### config.mk
export PLATFORM = sky130hd
export DESIGN_NAME = my_design_flat
export DESIGN_NICKNAME = d
export VERILOG_FILES = /design/src/rtl/my_design_pkg.sv /design/src/rtl/my_design_if.sv /design/src/rtl/my_design_mp_word_mac.sv /design/src/rtl/my_design.sv /design/src/flat_wrapper.sv
export SDC_FILE = /design/constraint.sdc
export NUM_CORES = 1
export LEC_CHECK = 0
export BUFFER_PORTS_ARGS = -buffer_cell sky130_fd_sc_hd__buf_2
export CORE_ASPECT_RATIO = 1.5
export CORE_MARGIN = 2
export CORE_UTILIZATION = 60
export DETAILED_ROUTE_END_ITERATION = 10
export PLACE_DENSITY = 0.79
export SYNTH_ARGS = -nofsm -noshare
export SYNTH_HDL_FRONTEND = slang
export SYNTH_SLANG_ARGS = --single-unit
### constraint.sdc
create_clock -name clk -period 15.3 [get_ports clk]
set_input_delay 3.06 -clock clk [delete_from_list [all_inputs] [get_ports clk]]
set_output_delay 3.06 -clock clk [all_outputs]
set_load 0.02 [all_outputs]
### src/rtl/my_design_pkg.sv
// Shared types and constants for the multiprecision fully-connected layer engine.
// Lane modes, controller states, accumulator sizing and saturation limits.
package my_design_pkg;

  localparam int ADDR_WIDTH = 12;
  localparam int DATA_WIDTH = 16;
  localparam int VEC_LEN    = 16;
  localparam int ACC_WIDTH  = 20;

  localparam logic signed [ACC_WIDTH-1:0] SAT_MAX = 20'sd32767;
  localparam logic signed [ACC_WIDTH-1:0] SAT_MIN = -20'sd32768;

  typedef enum logic [1:0] {
    MODE_8B = 2'b00,
    MODE_4B = 2'b01,
    MODE_2B = 2'b10
  } mode_t;

  typedef enum logic [2:0] {
    S_IDLE,
    S_CFG,
    S_LOADV,
    S_MAC,
    S_WRITE,
    S_DONE
  } state_t;

  function automatic logic [3:0] words_per_vec(input mode_t m);
    case (m)
      MODE_4B: return 4'd4;
      MODE_2B: return 4'd2;
      default: return 4'd8;
    endcase
  endfunction

  // The unused encoding 2'b11 falls back to 8-bit lanes.
  function automatic mode_t decode_mode(input logic [1:0] bits);
    case (bits)
      2'b01:   return MODE_4B;
      2'b10:   return MODE_2B;
      default: return MODE_8B;
    endcase
  endfunction

endpackage

### src/rtl/my_design_if.sv
// Run/busy control plus the three SRAM ports of the layer engine.
// master = engine side, slave = controller/memory side.
interface my_design_if;
  import my_design_pkg::*;

  logic                  dut_run;
  logic                  dut_busy;
  logic [ADDR_WIDTH-1:0] dut_sram_read_address;
  logic [DATA_WIDTH-1:0] sram_dut_read_data;
  logic [ADDR_WIDTH-1:0] dut_wmem_read_address;
  logic [DATA_WIDTH-1:0] wmem_dut_read_data;
  logic [ADDR_WIDTH-1:0] dut_sram_write_address;
  logic [DATA_WIDTH-1:0] dut_sram_write_data;
  logic                  dut_sram_write_enable;

  modport master (
    input  dut_run, sram_dut_read_data, wmem_dut_read_data,
    output dut_busy, dut_sram_read_address, dut_wmem_read_address,
           dut_sram_write_address, dut_sram_write_data, dut_sram_write_enable
  );

  modport slave (
    output dut_run, sram_dut_read_data, wmem_dut_read_data,
    input  dut_busy, dut_sram_read_address, dut_wmem_read_address,
           dut_sram_write_address, dut_sram_write_data, dut_sram_write_enable
  );

endinterface

### src/rtl/my_design_mp_word_mac.sv
// Combinational packed-word dot product: 2x8b, 4x4b or 8x2b signed lanes summed.
// Zero latency, no flow control.
module mp_word_mac
  import my_design_pkg::*;
(
  input  logic [DATA_WIDTH-1:0]        x_word,
  input  logic [DATA_WIDTH-1:0]        w_word,
  input  mode_t                        mode,
  output logic signed [ACC_WIDTH-1:0]  sum
);

  always_comb begin
    sum = '0;
    case (mode)
      MODE_4B: begin
        for (int i = 0; i < 4; i++)
          sum = sum + ACC_WIDTH'($signed(x_word[4*i +: 4])) * ACC_WIDTH'($signed(w_word[4*i +: 4]));
      end
      MODE_2B: begin
        for (int i = 0; i < 8; i++)
          sum = sum + ACC_WIDTH'($signed(x_word[2*i +: 2])) * ACC_WIDTH'($signed(w_word[2*i +: 2]));
      end
      default: begin
        for (int i = 0; i < 2; i++)
          sum = sum + ACC_WIDTH'($signed(x_word[8*i +: 8])) * ACC_WIDTH'($signed(w_word[8*i +: 8]));
      end
    endcase
  end

endmodule

### src/rtl/my_design.sv
// Fully-connected layer engine: every input vector dotted with every weight row, saturated to 16 bits.
// W+2 cycles per result, no backpressure; RELU_EN clamps negative results to zero.
module my_design
  import my_design_pkg::*;
(
  input  logic       clk,
  input  logic       reset_b,
  my_design_if.master bus
);

  state_t state, nxt;
  mode_t  mode_q;

  logic [15:0]                   v_num, vec_q;
  logic [7:0]                    r_num, row_q;
  logic [ADDR_WIDTH-1:0]         rd_addr, wt_addr, wr_addr, wr_cnt;
  logic [DATA_WIDTH-1:0]         wr_data, result, x_word;
  logic [VEC_LEN*8-1:0]          vreg;
  logic signed [ACC_WIDTH-1:0]   acc, acc_nxt, mac_sum;
  logic                          a_vld, d_vld;
  logic [2:0]                    a_idx, d_idx;
  logic [3:0]                    wpv;
  logic                          d_last, last_row, last_vec, cfg_empty;
  logic                          start_burst, more_issue;
  logic                          unused_cfg_bits;

  assign wpv       = words_per_vec(mode_q);
  assign d_last    = d_vld && ({1'b0, d_idx} == wpv - 4'd1);
  assign last_row  = (row_q == r_num - 8'd1);
  assign last_vec  = (vec_q == v_num - 16'd1);
  assign cfg_empty = (bus.sram_dut_read_data == '0) || (bus.wmem_dut_read_data[11:4] == '0);
  assign x_word    = vreg[d_idx*DATA_WIDTH +: DATA_WIDTH];
  assign unused_cfg_bits = ^{bus.wmem_dut_read_data[15:12], bus.wmem_dut_read_data[3:2]};

  mp_word_mac u_mac (
    .x_word (x_word),
    .w_word (bus.wmem_dut_read_data),
    .mode   (mode_q),
    .sum    (mac_sum)
  );

  always_ff @(posedge clk) begin
    if (!reset_b) state <= S_IDLE;
    else          state <= nxt;
  end

  always_comb begin
    nxt = state;
    case (state)
      S_IDLE:  if (bus.dut_run) nxt = S_CFG;
      S_CFG:   if (d_vld) nxt = cfg_empty ? S_DONE : S_LOADV;
      S_LOADV: if (d_last) nxt = S_MAC;
      S_MAC:   if (d_last) nxt = S_WRITE;
      S_WRITE: nxt = !last_row ? S_MAC : (last_vec ? S_DONE : S_LOADV);
      S_DONE:  nxt = S_IDLE;
      default: nxt = S_IDLE;
    endcase
  end

  // A burst is W back-to-back reads; the first address is loaded on the entry edge.
  assign start_burst = (nxt != state) && (nxt == S_LOADV || nxt == S_MAC);
  assign more_issue  = a_vld && ({1'b0, a_idx} != wpv - 4'd1) &&
                       (state == S_LOADV || state == S_MAC);

  always_comb begin
    acc_nxt = acc + mac_sum;
    if (acc_nxt > SAT_MAX)      result = 16'h7FFF;
    else if (acc_nxt < SAT_MIN) result = 16'h8000;
    else                        result = acc_nxt[15:0];
`ifdef RELU_EN
    if (acc_nxt[ACC_WIDTH-1]) result = '0;
`endif
  end

  always_ff @(posedge clk) begin
    if (!reset_b) begin
      mode_q  <= MODE_8B;
      v_num   <= '0;
      r_num   <= '0;
      vec_q   <= '0;
      row_q   <= '0;
      rd_addr <= '0;
      wt_addr <= '0;
      wr_addr <= '0;
      wr_cnt  <= '0;
      wr_data <= '0;
      vreg    <= '0;
      acc     <= '0;
      a_vld   <= 1'b0;
      d_vld   <= 1'b0;
      a_idx   <= '0;
      d_idx   <= '0;
    end else begin
      d_vld <= a_vld;
      d_idx <= a_idx;
      a_vld <= 1'b0;
      if (state == S_IDLE && nxt == S_CFG) begin
        a_vld   <= 1'b1;
        a_idx   <= '0;
        rd_addr <= '0;
        wt_addr <= '0;
        wr_cnt  <= '0;
      end else if (start_burst) begin
        a_vld <= 1'b1;
        a_idx <= '0;
        if (nxt == S_LOADV) rd_addr <= rd_addr + 12'd1;
        else                wt_addr <= (state == S_LOADV) ? 12'd1 : wt_addr + 12'd1;
      end else if (more_issue) begin
        a_vld <= 1'b1;
        a_idx <= a_idx + 3'd1;
        if (state == S_LOADV) rd_addr <= rd_addr + 12'd1;
        else                  wt_addr <= wt_addr + 12'd1;
      end

      if (state == S_CFG && d_vld) begin
        v_num  <= bus.sram_dut_read_data;
        r_num  <= bus.wmem_dut_read_data[11:4];
        mode_q <= decode_mode(bus.wmem_dut_read_data[1:0]);
        vec_q  <= '0;
        row_q  <= '0;
        acc    <= '0;
      end

      if (state == S_LOADV && d_vld)
        vreg[d_idx*DATA_WIDTH +: DATA_WIDTH] <= bus.sram_dut_read_data;

      if (state == S_MAC && d_vld) begin
        if (d_last) begin
          acc     <= '0;
          wr_data <= result;
          wr_addr <= wr_cnt;
          wr_cnt  <= wr_cnt + 12'd1;
        end else begin
          acc <= acc_nxt;
        end
      end

      if (state == S_WRITE) begin
        if (last_row) begin
          row_q <= '0;
          vec_q <= vec_q + 16'd1;
        end else begin
          row_q <= row_q + 8'd1;
        end
      end
    end
  end

  assign bus.dut_busy               = (state == S_CFG) || (state == S_LOADV) ||
                                      (state == S_MAC) || (state == S_WRITE);
  assign bus.dut_sram_read_address  = rd_addr;
  assign bus.dut_wmem_read_address  = wt_addr;
  assign bus.dut_sram_write_address = wr_addr;
  assign bus.dut_sram_write_data    = wr_data;
  assign bus.dut_sram_write_enable  = (state == S_WRITE);

endmodule

### src/flat_wrapper.sv
// flat-port wrapper written by rule: the top's interface ports become plain ports
module my_design_flat import my_design_pkg::*;
  (clk, reset_b, bus_dut_run, bus_sram_dut_read_data, bus_wmem_dut_read_data, bus_dut_busy, bus_dut_sram_read_address, bus_dut_wmem_read_address, bus_dut_sram_write_address, bus_dut_sram_write_data, bus_dut_sram_write_enable);
  my_design_if bus_i ();
  input  logic clk;
  input  logic reset_b;
  input wire logic [$bits(bus_i.dut_run)-1:0] bus_dut_run;
  input wire logic [$bits(bus_i.sram_dut_read_data)-1:0] bus_sram_dut_read_data;
  input wire logic [$bits(bus_i.wmem_dut_read_data)-1:0] bus_wmem_dut_read_data;
  output wire logic [$bits(bus_i.dut_busy)-1:0] bus_dut_busy;
  output wire logic [$bits(bus_i.dut_sram_read_address)-1:0] bus_dut_sram_read_address;
  output wire logic [$bits(bus_i.dut_wmem_read_address)-1:0] bus_dut_wmem_read_address;
  output wire logic [$bits(bus_i.dut_sram_write_address)-1:0] bus_dut_sram_write_address;
  output wire logic [$bits(bus_i.dut_sram_write_data)-1:0] bus_dut_sram_write_data;
  output wire logic [$bits(bus_i.dut_sram_write_enable)-1:0] bus_dut_sram_write_enable;
  assign bus_i.dut_run = bus_dut_run;
  assign bus_i.sram_dut_read_data = bus_sram_dut_read_data;
  assign bus_i.wmem_dut_read_data = bus_wmem_dut_read_data;
  assign bus_dut_busy = bus_i.dut_busy;
  assign bus_dut_sram_read_address = bus_i.dut_sram_read_address;
  assign bus_dut_wmem_read_address = bus_i.dut_wmem_read_address;
  assign bus_dut_sram_write_address = bus_i.dut_sram_write_address;
  assign bus_dut_sram_write_data = bus_i.dut_sram_write_data;
  assign bus_dut_sram_write_enable = bus_i.dut_sram_write_enable;
  my_design u_core (.clk(clk), .reset_b(reset_b), .bus(bus_i));
endmodule
==> impl_metrics.json, run 1 <==
{
  "synth.top_cell.area_share_pct": 23.4,
  "fp.dieH_um": 249,
  "finalMaxSlewViolations": 0,
  "rows": 89,
  "cp.arrival_ns": 12.72,
  "synth-edff-count": 0,
  "final_common_cell": "inv_1",
  "r2r_end": "u_core.bus.dut_sram_write_data[6]$_SDFFE_PN0P_",
  "final-instance-count-excl-fill": 3324,
  "place_ws_ns": 2.62,
  "drt-initial-drc-count": 1702,
  "yosysTopAreaCell": "fa_1",
  "synthCells": 2793,
  "crit_fanout": 18,
  "max_cap_viol_count": 0,
  "cts_setup_buffers": 0,
  "antenna_found_initial": 1,
  "cpMostUsedCell": "fa_1",
  "synth_cell_type_count": 79,
  "cp_slowest_cell": "xnor2_1",
  "slowest_delay_ns": 0.86,
  "skew_ns": 0.0213,
  "cts_resized": 0,
  "crit_path_start": "bus_wmem_dut_read_data[8]",
  "ant_nets": 0,
  "setup_viol": 0,
  "clkSlewWorstSetupHoldPaths_ns": 0.06,
  "tightest_slew_ns": 1.28,
  "syn2layout_area_growth_pct": 6.71,
  "synth_area_leaders": "fa_1 23%, dfxtp_1 23%, ha_1 7.1%",
  "clock_path_buffers": 3,
  "r2r_start": "u_core.d_idx[0]$_SDFF_PN0_",
  "start_kind": "primary input",
  "slew_headroom_pct": 12.3,
  "grt_pass1_vias": 20900,
  "async_reset_ff_share_pct": 0,
  "worstHoldPathType": "register to register",
  "synth_nets": 3247,
  "first_pass_iters": 6,
  "r2r_cells": 34,
  "synthFlopType": "dfxtp_1",
  "cts-root-buf": "clkbuf_16",
  "fillerInstances": 3339,
  "finalCritPeriodShare_pct": 80.1,
  "critPathCaptureType": "register",
  "yosys_register_bits": 273,
  "grt_max_degree": 81,
  "grt_usage_pct": 33.8,
  "grt_overflow": 0,
  "boundaryPins": 89,
  "cp_top_family": "adder cells",
  "route.vias.total": 19900,
  "ir_drop_v": 0.000121,
  "max_freq_mhz": 81.6,
  "power_leakage_uw": 0.0114,
  "status": "finished, final reports clean",
  "drc": 0,
  "mostFrequentLayoutCells": "412 x inv_1, 287 x nand2_1, 282 x fa_1",
  "wl_per_cell_um": 20.8,
  "io_buffers": 88,
  "timing.critical_path.buf_inv": 5,
  "layout.nets": 3256,
  "yosysSeqAreaShare_pct": 22.7,
  "cp.depth": 29,
  "power_uw": 2380,
  "clk_latency_ns": 0.55,
  "wl_mm": 69.1,
  "fin_ws_ns": 3.04,
  "die_w_um": 168,
  "timing.hold.ws_ns": 0.450,
  "powerDensity_nw_per_um2": 92.6,
  "grt_pass1_wl_mm": 111,
  "drive_gt1_share_pct": 8.19,
  "cts_hold_buf": 0,
  "core_area_um2": 39400,
  "place.gp.congestion": 0.972,
  "yosysWarnings": 0,
  "fin_crit_ns": 12.26,
  "dp_hpwl_mm": 53.3,
  "critical_path_class": "primary input to register",
  "avgSynthCellArea_um2": 8.62,
  "hold_viol": 0,
  "rrSetupSlack_ns": 3.58,
  "h-tree-depth": 1,
  "numCtsBuffers": 26,
  "endpoint": "u_core.bus.dut_sram_write_data[6]$_SDFFE_PN0P_",
  "cts_tree": "done",
  "dp_cells": 3274,
  "netlist_area_um2": 24100,
  "via_per_inst": 5.99,
  "cp_data_required_time_ns": 15.76,
  "initial_core_util_pct": 61.1,
  "grt_setup_unrepaired": "no",
  "tns_ns": 0,
  "die_area_um2": 41800,
  "clkSinkCount": 273,
  "worstHoldStart": "u_core.bus.dut_sram_write_address[11]$_SDFFE_PN0P_"
}
-- registers in the layout (all words and copies together), names as in the netlist, 8 cells and up --
register,cells
u_core.bus.dut_sram_write_data,16
u_core.bus.dut_sram_read_address,12
u_core.vec_q,16
u_core.bus.dut_sram_write_address,12
u_core.bus.dut_wmem_read_address,12
u_core.r_num,8
u_core.v_num,16
u_core.row_q,8
u_core.vreg,128
u_core.acc,20
u_core.wr_cnt,12
-- power by group --
group / internal, µW / switching [µW]
Clock: 361 / 286
Combinational: 420 / 598
Sequential: 712 / 3.02
-- worst register-to-register path, delay by kind of cell, from the launching register on --
kind | cells | cell delay (ns)
AO/OA/AOI/OAI | 15 | 3.68
XOR/XNOR | 2 | 1.04
adder cells (fa/ha/maj) | 8 | 3.97
buffers and inverters | 4 | 0.72
flip-flops | 1 | 0.74
multiplexers | 1 | 0.58
AND/OR/NAND/NOR | 4 | 0.89
-- cell families (layout without fill, tap and decap cells) --
group                    after synthesis  count (layout)  synth area share, %
AO/OA/AOI/OAI                        466             466                 11.4
XOR/XNOR                             114             114                 4.15
adder cells (fa/ha/maj)              419             419                 30.6
buffers and inverters                546             574                 8.67
flip-flops                           273             273                 22.7
multiplexers                          68              68                 4.50
other                                  0               3                    0
AND/OR/NAND/NOR                      907             907                 18.1
-- routing by layer --
metal	up-vias	share of wire [%]	GRT usage [%]
li1	9115	-	-
met1	9782	35	36.1
met5	-	0.019	0
met3	266	5.2	4.09
met4	2	8.6	24.4
met2	759	51	61.3
-- Yosys cell counts (4+ instances only) --
master,instances
nor4_1,9
nor4b_1,5
nand2b_1,28
a211oi_1,10
dfxtp_1,273
xnor2_1,71
and3_1,27
o21ai_0,86
o211ai_1,5
inv_1,412
clkbuf_2,4
fa_1,282
nor2_1,237
nor2b_1,54
buf_2,14
or2_2,13
a221oi_1,7
or4_1,5
nand3_1,74
a31oi_1,11
mux2i_1,34
a22oi_1,21
o21bai_1,11
and4_1,6
nand4_1,27
a21o_1,16
nand2_1,287
xor2_1,43
or3_1,16
a21oi_1,256
mux4_2,32
o21a_1,6
nor3b_1,4
nand3b_1,32
o22ai_1,4
ha_1,137
clkbuf_1,110
and2_1,35
nor3_1,36
-- how the worst min path moves through the flow --
stage | to | slack (ns) | cells past startpoint
2_1_floorplan | u_core.wr_cnt[11]$_SDFF_PN0_ | 0.42 | 1
3_3_place_gp | u_core.vreg[120]$_SDFFE_PN0P_ | 0.43 | 2
5_1_grt | u_core.vreg[74]$_SDFFE_PN0P_ | 0.46 | 2
3_5_place_dp | u_core.bus.dut_sram_write_address[6]$_SDFFE_PN0P_ | 0.44 | 2
6_report | u_core.bus.dut_sram_write_address[11]$_SDFFE_PN0P_ | 0.45 | 2
4_1_cts | u_core.bus.dut_sram_write_address[6]$_SDFFE_PN0P_ | 0.45 | 2
-- stage by stage --
stage                     area, µm²  utilization [%]
after floorplan               24100                -
after global placement        24900             63.0
after detailed placement      24900             63.0
after CTS                     25700             65.2
after global routing          25700             65.2
final                         25700             65.2
-- cell type report --
class,count,area [µm²],area share (%)
multi-input combinational,1974,16600,64.5
sequential,273,5470,21.3
inverter,414,1560,6.07
clock buffer,36,749,2.92
timing repair buffer,113,628,2.44
tap,500,626,2.43
clock inverter,11,91.3,0.355
antenna,3,7.51,0.0292
No activity file was read; power rests on OpenSTA's default activity.
==> run 2: changes to the inputs <==
--- a/config.mk
+++ b/config.mk
@@ -5,10 +5,11 @@
 export SDC_FILE = /design/constraint.sdc
 export NUM_CORES = 1
 export LEC_CHECK = 0
+export ABC_AREA = 1
 export BUFFER_PORTS_ARGS = -buffer_cell sky130_fd_sc_hd__buf_2
 export CORE_ASPECT_RATIO = 1.5
 export CORE_MARGIN = 2
-export CORE_UTILIZATION = 60
+export CORE_UTILIZATION = 58
 export DETAILED_ROUTE_END_ITERATION = 10
 export PLACE_DENSITY = 0.79
 export SYNTH_ARGS = -nofsm -noshare
==> constraint.sdc (replaced) <==
create_clock -name clk -period 11.05 [get_ports clk]
set_input_delay 2.21 -clock clk [delete_from_list [all_inputs] [get_ports clk]]
set_output_delay 2.21 -clock clk [all_outputs]
set_load 0.02 [all_outputs]
==> run 2 against run 1 <==
  * Register-to-register slack got worse by 2.7 ns
  * Clock skew increased by 0.0015 ns
  * Core utilization fell by 1.7 points
  * Synthesized cell count grew 19%
  * Worst hold slack lost 0.011 ns
  * Clock power rose by 51%
  * Area after synthesis grew 2.5%
  * Critical path type unchanged
  * Highest routed layer is now met4
==> impl_metrics.json, run 2 <==
{
  "powerDensity_nw_per_um2": 143,
  "rows": 92,
  "yosysSeqAreaShare_pct": 22.1,
  "worstHoldPathType": "register to register",
  "tightest_slew_ns": 1.10,
  "clk_latency_ns": 0.57,
  "fin_crit_ns": 10.24,
  "crit_fanout": 13,
  "cts_tree": "done",
  "synth_cell_type_count": 56,
  "max_cap_viol_count": 0,
  "grt_usage_pct": 35.2,
  "yosys_register_bits": 273,
  "core_area_um2": 42000,
  "top_regs": "u_core.vreg: 128 flops, u_core.acc: 20 flops",
  "critical_path_class": "primary input to register",
  "hold_viol": 0,
  "clock_path_buffers": 3,
  "synth.top_cell.area_share_pct": 22.9,
  "cts-root-buf": "clkbuf_16",
  "drc": 0,
  "grt_setup_unrepaired": "no",
  "grt_pass1_vias": 22900,
  "synth_area_leaders": "fa_1 23%, dfxtp_1 22%, inv_1 9.8%",
  "grt_max_degree": 115,
  "async_reset_ff_share_pct": 0,
  "netlist_area_um2": 24700,
  "skew_ns": 0.0228,
  "antenna_found_initial": 0,
  "place.gp.congestion": 1.01,
  "grt_pass1_wl_mm": 121,
  "cts_hold_buf": 0,
  "numCtsBuffers": 27,
  "clkSlewWorstSetupHoldPaths_ns": 0.06,
  "cts_setup_buffers": 0,
  "layout.nets": 3830,
  "ant_nets": 0,
  "critPathCaptureType": "register",
  "yosysWarnings": 0,
  "cp_data_required_time_ns": 11.51,
  "wl_mm": 75.6,
  "power_leakage_uw": 0.0126,
  "wl_per_cell_um": 19.1,
  "ir_drop_v": 0.000127,
  "synthCells": 3324,
  "h-tree-depth": 1,
  "mostFrequentLayoutCells": "645 x inv_1, 482 x nand2_1, 426 x nor2_1",
  "finalCritPeriodShare_pct": 92.7,
  "status": "finished, final reports clean",
  "syn2layout_area_growth_pct": 7.99,
  "die_area_um2": 44300,
  "slowest_delay_ns": 0.73,
  "synth-edff-count": 0,
  "yosysMostFrequentCell": "inv_1",
  "grt_overflow": 0,
  "antenna_cells": 0,
  "cpMostUsedCell": "nand2_1",
  "io_buffers": 88,
  "synth_nets": 3778,
  "max_flop_register": "u_core.vreg",
  "netlist_top_cells_count": "646 x inv_1, 482 x nand2_1, 427 x nor2_1, 282 x fa_1",
  "first_pass_iters": 6,
  "cp_slowest_cell": "fa_1",
  "power_uw": 3820,
  "die_w_um": 172,
  "via_per_inst": 5.68,
  "setup_viol": 0,
  "final_common_cell": "inv_1",
  "final_util_pct": 63.5,
  "start_kind": "primary input",
  "slew_headroom_pct": 26.7,
  "finalMaxSlewViolations": 0,
  "largest_register_ffs": 128,
  "yosysTopAreaCell": "fa_1",
  "drt-initial-drc-count": 1902,
  "synthFlopType": "dfxtp_1",
  "drive_gt1_share_pct": 6.45,
  "fp.dieH_um": 257,
  "post_dp_cell_area_um2": 25700,
  "route.vias.total": 22500,
  "initial_core_util_pct": 58.8,
  "max_freq_mhz": 97.6,
  "final-instance-count-excl-fill": 3961,
  "cts_resized": 0,
  "dp_hpwl_mm": 59.0,
  "cp.arrival_ns": 10.70,
  "post-route-cell-area_um2": 26700,
  "tns_ns": 0,
  "clkSinkCount": 273,
  "boundaryPins": 89,
  "dp_cells": 3911,
  "avgSynthCellArea_um2": 7.43
}
[run 2: stage by stage]
stage | hold WS (ns) | worst slack [ns]
global placement | 0.428 | 0.454
detailed placement | 0.429 | 0.350
finish | 0.439 | 0.807
global route | 0.475 | 0.00405
CTS | 0.438 | 0.913
floorplan | 0.414 | 1.28
[run 2: cell type report]
cell class,instances,area (µm²)
clock inverters,20,226
well taps,564,706
fillers,3775,15300
repair buffers,131,766
multi-input cells,2277,16300
inverters,666,2500
flip-flops and latches,273,5470
clock buffers,30,697
[run 2: path summary, 6_finish.rpt]
kind	startpoint	end	slack [ns]	cells past startpoint
setup / recovery	bus_wmem_dut_read_data[12]	u_core.bus.dut_sram_write_data[3]$_SDFFE_PN0P_	0.81	41
hold / removal	u_core.a_vld$_SDFF_PN0_	u_core.d_vld$_SDFF_PN0_	0.44	2
setup reg to reg	u_core.d_idx[0]$_SDFF_PN0_	u_core.bus.dut_sram_write_data[3]$_SDFFE_PN0P_	0.90	43
hold reg to reg	u_core.a_vld$_SDFF_PN0_	u_core.d_vld$_SDFF_PN0_	0.44	2
[run 2: power breakdown]
part	switching (µW)	internal [µW]	leakage (µW)	total (µW)
sequential	7.24	990	0.00220	997
combinational	1190	661	0.00999	1850
clock	422	553	0.000446	975
[run 2: logic make-up after synthesis]
family | Yosys count | share of synthesized area (%)
compound gates | 621 | 13.6
simple gates | 1150 | 19.5
buf+inv | 774 | 11.9
fa+ha+maj | 419 | 29.8
mux | 1 | 0.0405
xor+xnor | 86 | 3.11
flops | 273 | 22.1
[run 2: routing by layer]
layer  share of wire [%]  wire length, µm  track usage [%]  vias up
li1                    -                -                -    10500
met1                  36            27200             40.2    10800
met2                  48            36600             59.1      903
met3                 6.8             5130             5.09      291
met4                 8.9             6700             26.1        0
met5                   0                0                0        -
[run 2: critical path: cells and delay by family]
kind	cells	cell delay, ns
fa+ha+maj	8	4.24
compound gates	6	1.19
buf+inv	7	0.70
xor+xnor	1	0.18
simple gates	19	2.20
==> run 3: changes to the inputs <==
--- a/config.mk
+++ b/config.mk
@@ -5,8 +5,8 @@
 export SDC_FILE = /design/constraint.sdc
 export NUM_CORES = 1
 export LEC_CHECK = 0
-export ABC_AREA = 1
 export BUFFER_PORTS_ARGS = -buffer_cell sky130_fd_sc_hd__buf_2
+export CAP_MARGIN = 20
 export CORE_ASPECT_RATIO = 1.5
 export CORE_MARGIN = 2
 export CORE_UTILIZATION = 58
==> run 3 against run 2 <==
  * Clock power down 8.4%
  * Via count decreased by 10%
  * Sequential power shrank 0.7%
  * Non-clock buffer count rose by 21
  * Global-route usage decreased by 2.0 points
  * Core utilization about the same
  * Sequential share of layout area increased by 0.47 points
  * Final cell count decreased by 14%
  * Highest routed layer is now met5
==> impl_metrics.json, run 3 (same netlist as run 1, synthesis figures left out) <==
{
  "crit_fanout": 15,
  "drive_gt1_share_pct": 9.20,
  "clock_path_buffers": 3,
  "finalMaxSlewViolations": 0,
  "slowest_delay_ns": 0.67,
  "p_comb_share_pct": 42.9,
  "post-route-cell-area_um2": 26100,
  "grt_overflow": 0,
  "largest_register_ffs": 128,
  "cpMostUsedCell": "fa_1",
  "grt_max_degree": 116,
  "status": "finished, final reports clean",
  "cp_slowest_cell": "fa_1",
  "grt_usage_pct": 33.2,
  "io_buffers": 88,
  "first_pass_iters": 6,
  "syn2layout_area_growth_pct": 8.30,
  "skew_ns": 0.0222,
  "timing.hold.ws_ns": 0.453,
  "critical_path_class": "primary input to register",
  "clk_latency_ns": 0.55,
  "grt_pass1_wl_mm": 112,
  "cts_hold_buf": 0,
  "use_met2_pct": 59.3,
  "grt_setup_unrepaired": "no",
  "cts_tree": "done",
  "clkSinkCount": 273,
  "power_frac_seq_pct": 30.1,
  "slew_headroom_pct": 29.7,
  "power_uw": 3290,
  "initial_core_util_pct": 58.6,
  "antenna_found_initial": 1,
  "max_freq_mhz": 93.9,
  "use_met1_pct": 36.2,
  "critPathCaptureType": "register",
  "place.gp.congestion": 1.06,
  "powerDensity_nw_per_um2": 126,
  "final_common_cell": "inv_1",
  "finalCritPeriodShare_pct": 96.4,
  "mostFrequentLayoutCells": "412 x inv_1, 287 x nand2_1, 282 x fa_1",
  "layout.nets": 3294,
  "top_regs": "u_core.vreg: 128 flops, u_core.acc: 20 flops",
  "worstHoldPathType": "register to register",
  "switching_share_pct": 36.9,
  "h-tree-depth": 1,
  "tns_ns": 0,
  "hold_viol": 0,
  "tightest_slew_ns": 1.05,
  "p_int_uw": 2080,
  "die_area_um2": 43200,
  "post_dp_cell_area_um2": 25200,
  "ant_nets": 0,
  "power_switching_uw": 1220,
  "fin_crit_ns": 10.65,
  "route.vias.total": 20200,
  "numCtsBuffers": 25,
  "dp_hpwl_mm": 54.6,
  "cp.arrival_ns": 11.09,
  "drc": 0,
  "fp.dieH_um": 254,
  "wl_mm": 70.4,
  "clockPowerShare_pct": 27.1,
  "fillerInstances": 3449,
  "cp_data_required_time_ns": 11.49,
  "core_area_um2": 41100,
  "cts-root-buf": "clkbuf_16",
  "start_kind": "primary input",
  "max_flop_register": "u_core.vreg",
  "rows": 91,
  "clkSlewWorstSetupHoldPaths_ns": 0.07,
  "boundaryPins": 89,
  "max_cap_viol_count": 0,
  "wl_per_cell_um": 20.6,
  "top_usage_layer": "met2",
  "cts_setup_buffers": 0,
  "die_w_um": 170,
  "ir_drop_v": 0.000205,
  "grt_pass1_vias": 21200,
  "setup_viol": 0,
  "power_leakage_uw": 0.0116,
  "drt-initial-drc-count": 1724,
  "via_per_inst": 5.90,
  "met3_usage_pct": 4.59
}
## run 3: cell count changes in the layout (fill, tap and decap cells not counted), sizes merged, moves of 21 or more
cell / delta
and2: +35
and3: +26
buf: +21
inv: -239
mux2i: +33
mux4: +32
nand2: -203
nand2b: +28
nand3: -58
nand3b: +26
nor2: -196
nor2b: +54
o21ai: -168
xnor2: +39
## run 3: final timing paths
| path | from | endpoint | slack, ns | cells after the start |
|---|---|---|---|---|
| worst min-delay path | u_core.vreg[125]$_SDFFE_PN0P_ | u_core.vreg[125]$_SDFFE_PN0P_ | 0.45 | 2 |
| worst max register to register | u_core.d_idx[0]$_SDFF_PN0_ | u_core.bus.dut_sram_write_data[1]$_SDFFE_PN0P_ | 0.49 | 35 |
| worst max-delay path | bus_wmem_dut_read_data[7] | u_core.bus.dut_sram_write_data[1]$_SDFFE_PN0P_ | 0.40 | 32 |
| worst min register to register | u_core.vreg[125]$_SDFFE_PN0P_ | u_core.vreg[125]$_SDFFE_PN0P_ | 0.45 | 2 |
## run 3: per-stage QoR
step | setup slack (ns) | util, % | instances
2_1_floorplan | 0.567 | - | 2793
3_3_place_gp | 0.171 | 61.4 | 3369
3_5_place_dp | -0.0852 | 61.4 | 3369
4_1_cts | 0.408 | 63.3 | 3414
5_1_grt | 0.0134 | 63.5 | 3416
6_report | 0.400 | 63.5 | 3417
## run 3: metal layers
metal	vias up	share of wire, %
li1	9175	-
met1	9940	35
met2	771	51
met3	275	5.9
met4	2	8.0
met5	-	0.018
## run 3: power groups by stage
stage / registers [µW] / clock network (µW) / logic, µW
5_1_grt: 990 / 936 / 1580
6_report: 990 / 893 / 1410
2_1_floorplan: 1010 / 0 / 1070
3_3_place_gp: 1010 / 0 / 1340
3_5_place_dp: 1010 / 0 / 1390
4_1_cts: 990 / 900 / 1400
## run 3: critical path, delay by kind of cell
family                     cells  cell delay (ns)
AOI/OAI and AO/OA             11             2.31
xor gates and xnor gates       1             0.14
adders and majority gates      8             4.06
buffers and inverters          8             1.17
and+or+nand+nor                4             1.18
## run 3: what timing repair did
item                                   CTS  global route
endpoints found under the hold margin    0             0
gates resized for setup                  0             1
setup endpoints to repair                0            15
## run 3: cell type report
type | count | area [µm²] | area share [%]
multi-input combinational | 1974 | 16600 | 63.5
sequential | 273 | 5470 | 21.0
inverter | 414 | 1560 | 5.98
timing repair buffer | 152 | 973 | 3.73
tap | 558 | 698 | 2.68
clock buffer | 33 | 666 | 2.55
clock inverter | 12 | 151 | 0.580
antenna | 1 | 2.50 | 0.00959
